==> config.mk <==
export PLATFORM = sky130hd
export DESIGN_NAME = pc_fetch_gen
export DESIGN_NICKNAME = d
export VERILOG_FILES = /design/src/rtl/pc_fetch_gen_pkg.sv /design/src/rtl/pc_fetch_gen_redirect_buf.sv /design/src/rtl/pc_fetch_gen.sv
export SDC_FILE = /design/constraint.sdc
export NUM_CORES = 1
export LEC_CHECK = 0
export CORE_ASPECT_RATIO = 1.25
export CORE_UTILIZATION = 35
export CTS_CLUSTER_SIZE = 25
export DETAILED_ROUTE_END_ITERATION = 12
export SLEW_MARGIN = 20
export SYNTH_ARGS = -nofsm -noshare
export SYNTH_HDL_FRONTEND = slang
export SYNTH_HIERARCHICAL = 1
export SYNTH_SLANG_ARGS = --single-unit
export TNS_END_PERCENT = 20
==> constraint.sdc <==
create_clock -name clk -period 2.4 [get_ports clk]
set_input_delay 0.48 -clock clk [delete_from_list [all_inputs] [get_ports clk]]
set_output_delay 0.48 -clock clk [all_outputs]
set_load 0.005 [all_outputs]
==> src/rtl/pc_fetch_gen_pkg.sv <==
// Shared definitions for the fetch PC generator: reset vector, PC step and FSM encoding.
// Optional feature macro used by this slice: PC_ALIGN_CHECK_EN.
package pc_fetch_gen_pkg;

   localparam int unsigned PC_AW = 32;

   localparam logic [PC_AW-1:0] PC_RESET_VEC = 32'hBFC0_0000;
   localparam logic [PC_AW-1:0] PC_STEP      = 32'd4;

   typedef enum logic {
      ST_RUN  = 1'b0,
      ST_WAIT = 1'b1
   } fetch_state_e;

endpackage

==> src/rtl/pc_fetch_gen_redirect_buf.sv <==
// Redirect buffer: holds pending branch/exception redirects and resolves next_pc priority.
module pc_redirect_buf
   import pc_fetch_gen_pkg::*;
#(
   parameter int unsigned AW = PC_AW
) (
   input  logic          clk,
   input  logic          resetn,
   input  logic          take,
   input  logic          flush_exc,
   input  logic [AW-1:0] exc_pc,
   input  logic          pcsrcD,
   input  logic [AW-1:0] branch_targetD,
   input  logic          jumpD,
   input  logic [AW-1:0] jump_targetD,
   input  logic [AW-1:0] pc_plus4,
   output logic [AW-1:0] next_pc_c,
   output logic          exc_sel_c
);

   logic          pend_br_v_q, pend_br_v_d;
   logic [AW-1:0] pend_br_pc_q, pend_br_pc_d;
   logic          pend_exc_v_q, pend_exc_v_d;
   logic [AW-1:0] pend_exc_pc_q, pend_exc_pc_d;
   logic          d_redir;
   logic [AW-1:0] d_target;

   always_comb begin
      d_redir  = pcsrcD | jumpD;
      d_target = pcsrcD ? branch_targetD : jump_targetD;
   end

   // Exception sources always win; a live D redirect beats a buffered one.
   always_comb begin
      next_pc_c = pc_plus4;
      exc_sel_c = 1'b0;
      if (flush_exc) begin
         next_pc_c = exc_pc;
         exc_sel_c = 1'b1;
      end else if (pend_exc_v_q) begin
         next_pc_c = pend_exc_pc_q;
         exc_sel_c = 1'b1;
      end else if (d_redir) begin
         next_pc_c = d_target;
      end else if (pend_br_v_q) begin
         next_pc_c = pend_br_pc_q;
      end
   end

   always_comb begin
      pend_br_v_d   = pend_br_v_q;
      pend_br_pc_d  = pend_br_pc_q;
      pend_exc_v_d  = pend_exc_v_q;
      pend_exc_pc_d = pend_exc_pc_q;

      if (flush_exc || take) begin
         pend_br_v_d = 1'b0;
      end else if (d_redir && !pend_exc_v_q) begin
         pend_br_v_d  = 1'b1;
         pend_br_pc_d = d_target;
      end

      if (take) begin
         pend_exc_v_d = 1'b0;
      end else if (flush_exc) begin
         pend_exc_v_d  = 1'b1;
         pend_exc_pc_d = exc_pc;
      end
   end

   always_ff @(posedge clk or negedge resetn) begin
      if (!resetn) begin
         pend_br_v_q   <= 1'b0;
         pend_br_pc_q  <= '0;
         pend_exc_v_q  <= 1'b0;
         pend_exc_pc_q <= '0;
      end else begin
         pend_br_v_q   <= pend_br_v_d;
         pend_br_pc_q  <= pend_br_pc_d;
         pend_exc_v_q  <= pend_exc_v_d;
         pend_exc_pc_q <= pend_exc_pc_d;
      end
   end

endmodule

==> src/rtl/pc_fetch_gen.sv <==
// Fetch PC register and addr_ok-handshaked instruction request with delay-slot redirects.
// Define PC_ALIGN_CHECK_EN to add the adelF misaligned-fetch output.
module pc_fetch_gen
   import pc_fetch_gen_pkg::*;
#(
   parameter int unsigned   AW       = PC_AW,
   parameter logic [AW-1:0] RESET_PC = AW'(PC_RESET_VEC)
) (
   input  logic          clk,
   input  logic          resetn,
   input  logic          stallF,
   input  logic          pcsrcD,
   input  logic [AW-1:0] branch_targetD,
   input  logic          jumpD,
   input  logic [AW-1:0] jump_targetD,
   input  logic          flush_exc,
   input  logic [AW-1:0] exc_pc,
   output logic          inst_req,
   output logic [AW-1:0] inst_addr,
   input  logic          inst_addr_ok,
   output logic [AW-1:0] pcF,
   output logic [AW-1:0] pc_plus4F,
`ifdef PC_ALIGN_CHECK_EN
   output logic          adelF,
`endif
   output logic          killF
);

   fetch_state_e  state_q, state_d;
   logic          req_en_q, req_en_d;
   logic [AW-1:0] pc_q, pc_d;
   logic [AW-1:0] pc_plus4;
   logic [AW-1:0] next_pc;
   logic          exc_sel;
   logic          accept;
   logic          take;
   logic          adel;

   always_comb begin
      pc_plus4  = pc_q + AW'(PC_STEP);
      inst_addr = pc_q;
      pcF       = pc_q;
      pc_plus4F = pc_plus4;
`ifdef PC_ALIGN_CHECK_EN
      adel      = |pc_q[1:0];
      adelF     = adel;
`else
      adel      = 1'b0;
`endif
   end

   // State register; req_en_q keeps the request low until the first edge after reset.
   always_ff @(posedge clk or negedge resetn) begin
      if (!resetn) begin
         state_q  <= ST_RUN;
         req_en_q <= 1'b0;
         pc_q     <= RESET_PC;
      end else begin
         state_q  <= state_d;
         req_en_q <= req_en_d;
         pc_q     <= pc_d;
      end
   end

   always_comb begin
      state_d = state_q;
      case (state_q)
         ST_RUN:  if (inst_req && !inst_addr_ok) state_d = ST_WAIT;
         ST_WAIT: if (inst_addr_ok)              state_d = ST_RUN;
         default: state_d = ST_RUN;
      endcase
   end

   // Once issued, a request stays up until accepted regardless of stallF.
   always_comb begin
      inst_req = 1'b0;
      if (req_en_q && !adel) begin
         case (state_q)
            ST_RUN:  inst_req = ~stallF;
            ST_WAIT: inst_req = 1'b1;
            default: inst_req = 1'b0;
         endcase
      end
   end

   always_comb begin
      req_en_d = 1'b1;
      accept   = inst_req & inst_addr_ok;
      take     = accept | (adel & flush_exc);
      pc_d     = take ? next_pc : pc_q;
      killF    = accept & exc_sel;
   end

   pc_redirect_buf #(
      .AW (AW)
   ) u_redirect_buf (
      .clk            (clk),
      .resetn         (resetn),
      .take           (take),
      .flush_exc      (flush_exc),
      .exc_pc         (exc_pc),
      .pcsrcD         (pcsrcD),
      .branch_targetD (branch_targetD),
      .jumpD          (jumpD),
      .jump_targetD   (jump_targetD),
      .pc_plus4       (pc_plus4),
      .next_pc_c      (next_pc),
      .exc_sel_c      (exc_sel)
   );

endmodule
# Yosys cells after proc, flatten, opt, wreduce, memory -nomap -nowiden
# Cells that the tools add are included.
[totals]
regBits = 100
inputBits = 103
[op_classes]
n_reduce_logical = 9
muxes = 16
bitwise = 7
n_addsub = 1
[op_table]
columns = ["op", "count"]
rows = [
  ["$mux 32", 5],
  ["$add 32x3->32 const B", 1],
  ["$mux 1", 9],
  ["$not 1->1", 4],
  ["$pmux 1 s2", 2],
  ["$reduce_and 2->1", 2],
  ["$reduce_bool 2->1", 2],
  ["$and 1x1->1", 2],
  ["$logic_and 1x1->1", 2],
  ["$logic_not 1->1", 2],
  ["$logic_or 1x1->1", 1],
  ["$or 1x1->1", 1],
]

# Longest topological paths before layout
[depth]
ltp_word = 7
ltp_mapped = 10
mapped_depth_nobuf = 9

# Hierarchy
# Netlist, hierarchy kept.
[by_module_without_submodules]
columns = ["module", "n_inst", "area_per_inst_um2", "seq_area_each_um2", "cells_per_inst"]
rows = [
  ["pc_redirect_buf", 1, 4169.0, 1651.6, 370],
  ["pc_fetch_gen", 1, 2190.9, 862.1, 197],
]

# Least setup slack after synthesis
# No wires, ideal clock.
[synth_path]
path_kind = "reg2reg"
startpoint = "reg pc_q[7] (netlist: inst_addr[7])"
endpoint = "reg pc_q[21] (netlist: inst_addr[21])"
stages_incl_launch_ff = 10
path_slack_ns = 0.318
n_path_buf = 1
synth_period_minus_slack_ns = 2.082
setup_time_ns = 0.125
required_time_ns = 2.275
t_arrival_ns = 1.957
cell_sequence = "dfrtp_1 -> and4_4 -> nand4_2 -> buf_6 -> nor4_2 -> xor2_1 -> mux2i_1 -> o21ai_0 -> a2bb2oi_1 -> mux2_2"
[synth_between]
elab_chain_cells = 5
[synth_rtl]
columns = ["element", "line_no", "source"]
rows = [
  ["start: declaration", "pc_fetch_gen.sv:31", "logic [AW-1:0] pc_q, pc_d;"],
  ["start signal: assignment", "pc_fetch_gen.sv:61", "pc_q <= pc_d;"],
  ["$add 32x3->32", "pc_fetch_gen.sv:40", "pc_plus4 = pc_q + AW'(PC_STEP);"],
  ["via pc_plus4F[21]", "pc_fetch_gen.sv:22", "output logic [AW-1:0] pc_plus4F,"],
  ["$mux 32", "pc_fetch_gen_redirect_buf.sv:45", "end else if (pend_br_v_q) begin"],
  ["$mux 32", "pc_fetch_gen_redirect_buf.sv:43", "end else if (d_redir) begin"],
  ["$mux 32", "pc_fetch_gen_redirect_buf.sv:40", "end else if (pend_exc_v_q) begin"],
  ["$mux 32", "pc_fetch_gen_redirect_buf.sv:37", "if (flush_exc) begin"],
  ["via next_pc[21]", "pc_fetch_gen.sv:33", "logic [AW-1:0] next_pc;"],
]
# The timed path passes the listed nets, and every way through them passes these cells.
# A chain may end at the register's enable or synchronous reset.

# Worst setup path in the final report
[layout_path]
startpoint = "reg pc_q[2] (netlist: inst_addr[2])"
endpoint = "out pc_plus4F[27]"
[layout_between]
elab_chain_cells = 1
[layout_rtl]
columns = ["element", "line_no"]
rows = [
  ["$add 32x3->32", "pc_fetch_gen.sv:40"],
  ["end: declaration", "pc_fetch_gen.sv:22"],
]
# Every way passes these cells.

==> metrics.txt <==
Worst Tran Pin Value=0.8169 ns; top_reg_cell synth=dfrtp_1; Final Setup Violations=18; Top delay family on crit path=buffers and inverters; first-pass GRT wire length=32.24 mm; CP required=1.92 ns; slowest stage delay, CP=0.36 ns; Starting Density=0.3606; Area Growth Syn to Fin=48.12%; clock sinks=100; Worst Slack Setup Final=-0.1647 ns; Yosys cell types=43; worst vdd ir=0.3798 mV; TritonCTS buffer count=9; Die ar.=18720 sq um; GRT Residual Overflow=0; Die X=122.6 microns; crit end category=output port; diode count=0; synthesized area=6360 sq um; vias in the first global route=5882; IO Count=201; H-tree levels=3; initial antenna violation count=0; critical path arrival=2.08 ns; pwr/cell area=726.2 nW/um^2; post-synthesis async set-or-reset flop share=1.000; Crit path top cell by count=buf_4; Post-DRT Antenna Nets=0; post-synthesis sequential area ratio=0.3952; Max-Cap Viols=0; Critical Path Source Type=register; EDFF count, synth=0; Pre-antenna DRT Iters=4; final worst path period share=1.069; number of placement rows=54; largest net degree at the start of global routing=43; CP Depth=8; CTS tree=done; Synth Warn #=6; Leakage Power=3.984 nW; DR iter-0 viols=274; Worst Hold Class=in2async; Final Slew Violations=0; I/O Buffers=200; CP Max Fanout=6; via/cell ratio=5.415; Max-slew headroom=0.4543; failing checks=setup timing; worst path bufs/invs=4; RSZ-0062 raised after global routing=true; routed wire length per instance=20.45 microns; worst-case reg-to-reg path depth=13; placed cell areas=8708 sq um; Core ar.=17630 sq um; critical setup path kind=reg2out; #FFs+latches synth=100; GRT Total Usage=0.2270; outcome=finished, violations left; clock buffer depth=2; Post-Syn Area per Cell=11.22 sq um; drt drc=0; GPL Wtd Cong=0.8186; post-DP HPWL=14.60 mm; DRT Wirelength=20.78 mm; clock-pin transition on the worst setup and hold timing paths=0.07 ns; clk_lat worst skew=0.35 ns; fin crit period=2.565 ns; Fin. Hold Viols=0; Die H=152.7 microns; Syn Nets=671; CTS root buf=clkbuf_16; layout cell share with drive strength beyond 1=0.3851; Tot Pwr=6.841 mW; worst-path cell chain=buf_4 > and3_4 > nand4_2 > buf_4 > buf_4 > nor4_4 > xor2_1 > buf_2; Slowest cell on crit path=dfrtp_1; worst clock skew=0.01058 ns; Design Area, Final=9420 sq um; via count=5502; fmax=389.9 MHz; final net count=891; Gate Count Post-Synth=567
-- synth_stat cells (13+ instances only) --
library cell	number	area (sq um)
a21oi_1	13	65.06
dfrtp_1	91	2277
xor2_1	16	140.1
clkbuf_1	18	67.56
mux2i_1	32	320.3
mux2_2	119	1340
buf_4	38	285.3
inv_1	20	75.07
buf_2	14	70.07
nand2_1	15	56.30
a22oi_1	51	382.9
o221ai_1	26	227.7
-- where the power goes --
| part | leakage (nW) | switching, mW | internal [mW] |
|---|---|---|---|
| logic | 2.66 | 1.14 | 1.72 |
| registers | 1.17 | 0.256 | 2.11 |
| clock network | 0.152 | 0.660 | 0.947 |
-- cells by family after synthesis --
logic type,after synthesis,synth area share
and+or+nand+nor,75,0.08165
buffers and inverters,98,0.08892
muxes,154,0.2664
xor gates and xnor gates,28,0.03856
adders and majority gates,1,0.001967
other,1,0.0005896
DFF,100,0.3952
AOI/OAI and AO/OA,110,0.1267
-- routing by layer --
metal | part of all wire | routed length (microns) | vias up | global-route usage
met2 | 0.52 | 10850 | 186 | 0.4024
met3 | 0.053 | 1109 | 29 | 0.03705
li1 | - | - | 2496 | -
met5 | 0 | 0 | - | 0
met4 | 0.019 | 388 | 0 | 0.06736
met1 | 0.41 | 8427 | 2791 | 0.2768
-- worst reg2reg max path, cell delays in order, from the launching register on --
cell	delay (ns)
dfrtp_1	0.36
ha_2	0.18
and4_4	0.22
nand4_4	0.13
buf_6	0.16
buf_6	0.11
buf_6	0.11
nor3_4	0.13
xor2_2	0.09
buf_4	0.14
buf_4	0.12
mux2i_1	0.12
o221ai_1	0.14
mux2_2	0.28
-- through the flow --
| stage | setup TNS, ns | util | setup WS (ns) | cells | hold slack [ns] |
|---|---|---|---|---|---|
| 6_report | -1.537 | 0.5342 | -0.1647 | 1016 | 0.06379 |
| 5_1_grt | -3.532 | 0.5342 | -0.2665 | 1016 | 0.08327 |
| 4_1_cts | -2.028 | 0.5305 | -0.1842 | 1015 | 0.06798 |
| 3_5_place_dp | -2.276 | 0.4938 | -0.2095 | 977 | 0.4423 |
| 3_3_place_gp | -1.806 | 0.4938 | -0.1813 | 977 | 0.4427 |
| 2_1_floorplan | 0 | - | 0.3184 | 567 | 0.1844 |
-- cells in the final DEF (no fill, tap or decap), types with 4 or more instances in the layout --
master / count
xnor2_2: 9
nand3_1: 7
nor2_1: 4
clkdlybuf4s50_1: 171
clkbuf_16: 9
a22oi_1: 51
mux2i_1: 32
o21ai_0: 11
buf_6: 8
nand2_1: 14
buf_12: 5
xor2_1: 12
buf_2: 20
buf_4: 74
nor4_4: 7
a2bb2oi_1: 6
dfrtp_1: 90
nand3b_1: 6
xor2_2: 4
inv_1: 20
a21oi_1: 13
mux2_2: 119
o221ai_1: 26
nor3_4: 5
dfstp_2: 9
-- what timing repair did --
item                                    in CTS  in global routing
endpoints found under the setup margin      26                 30
hold buffers                                 0                  0
buffers inserted                            22                  2
resized for setup                          122                 20
pin swaps                                   26                 13
-- final cells by class --
type,instances,area (sq um)
fillers,1510,8214
multi-input cells,369,3580
repair buffers,287,2644
flip-flops and latches,100,2515
well taps,224,280.3
clock buffers,11,242.7
clock inverters,5,83.83
inverters,20,75.07
-- flip-flops by register name, summed over array words and instances, names as in the netlist --
register	flops
inst_addr	32
req_en_q	1
state_q	1
u_redirect_buf/pend_br_pc_q	32
u_redirect_buf/pend_br_v_q	1
u_redirect_buf/pend_exc_pc_q	32
u_redirect_buf/pend_exc_v_q	1
-- final timing paths --
check                                                            start  slack (ns)                                     endpoint
hold reg to reg            u_redirect_buf/pend_exc_pc_q[6]$_DFFE_PN0P_        0.50  u_redirect_buf/pend_exc_pc_q[6]$_DFFE_PN0P_
hold / removal                                                  resetn        0.06                           req_en_q$_DFF_PN0_
max in group asynchronous                                       resetn        1.69                    inst_addr[27]$_DFFE_PN1P_
setup reg to reg                              inst_addr[2]$_DFFE_PN0P_        0.05                    inst_addr[28]$_DFFE_PN1P_
setup / recovery                              inst_addr[2]$_DFFE_PN0P_       -0.16                                pc_plus4F[27]
min in group clk           u_redirect_buf/pend_exc_pc_q[6]$_DFFE_PN0P_        0.50  u_redirect_buf/pend_exc_pc_q[6]$_DFFE_PN0P_
Power figures use the tool's default switching activity.
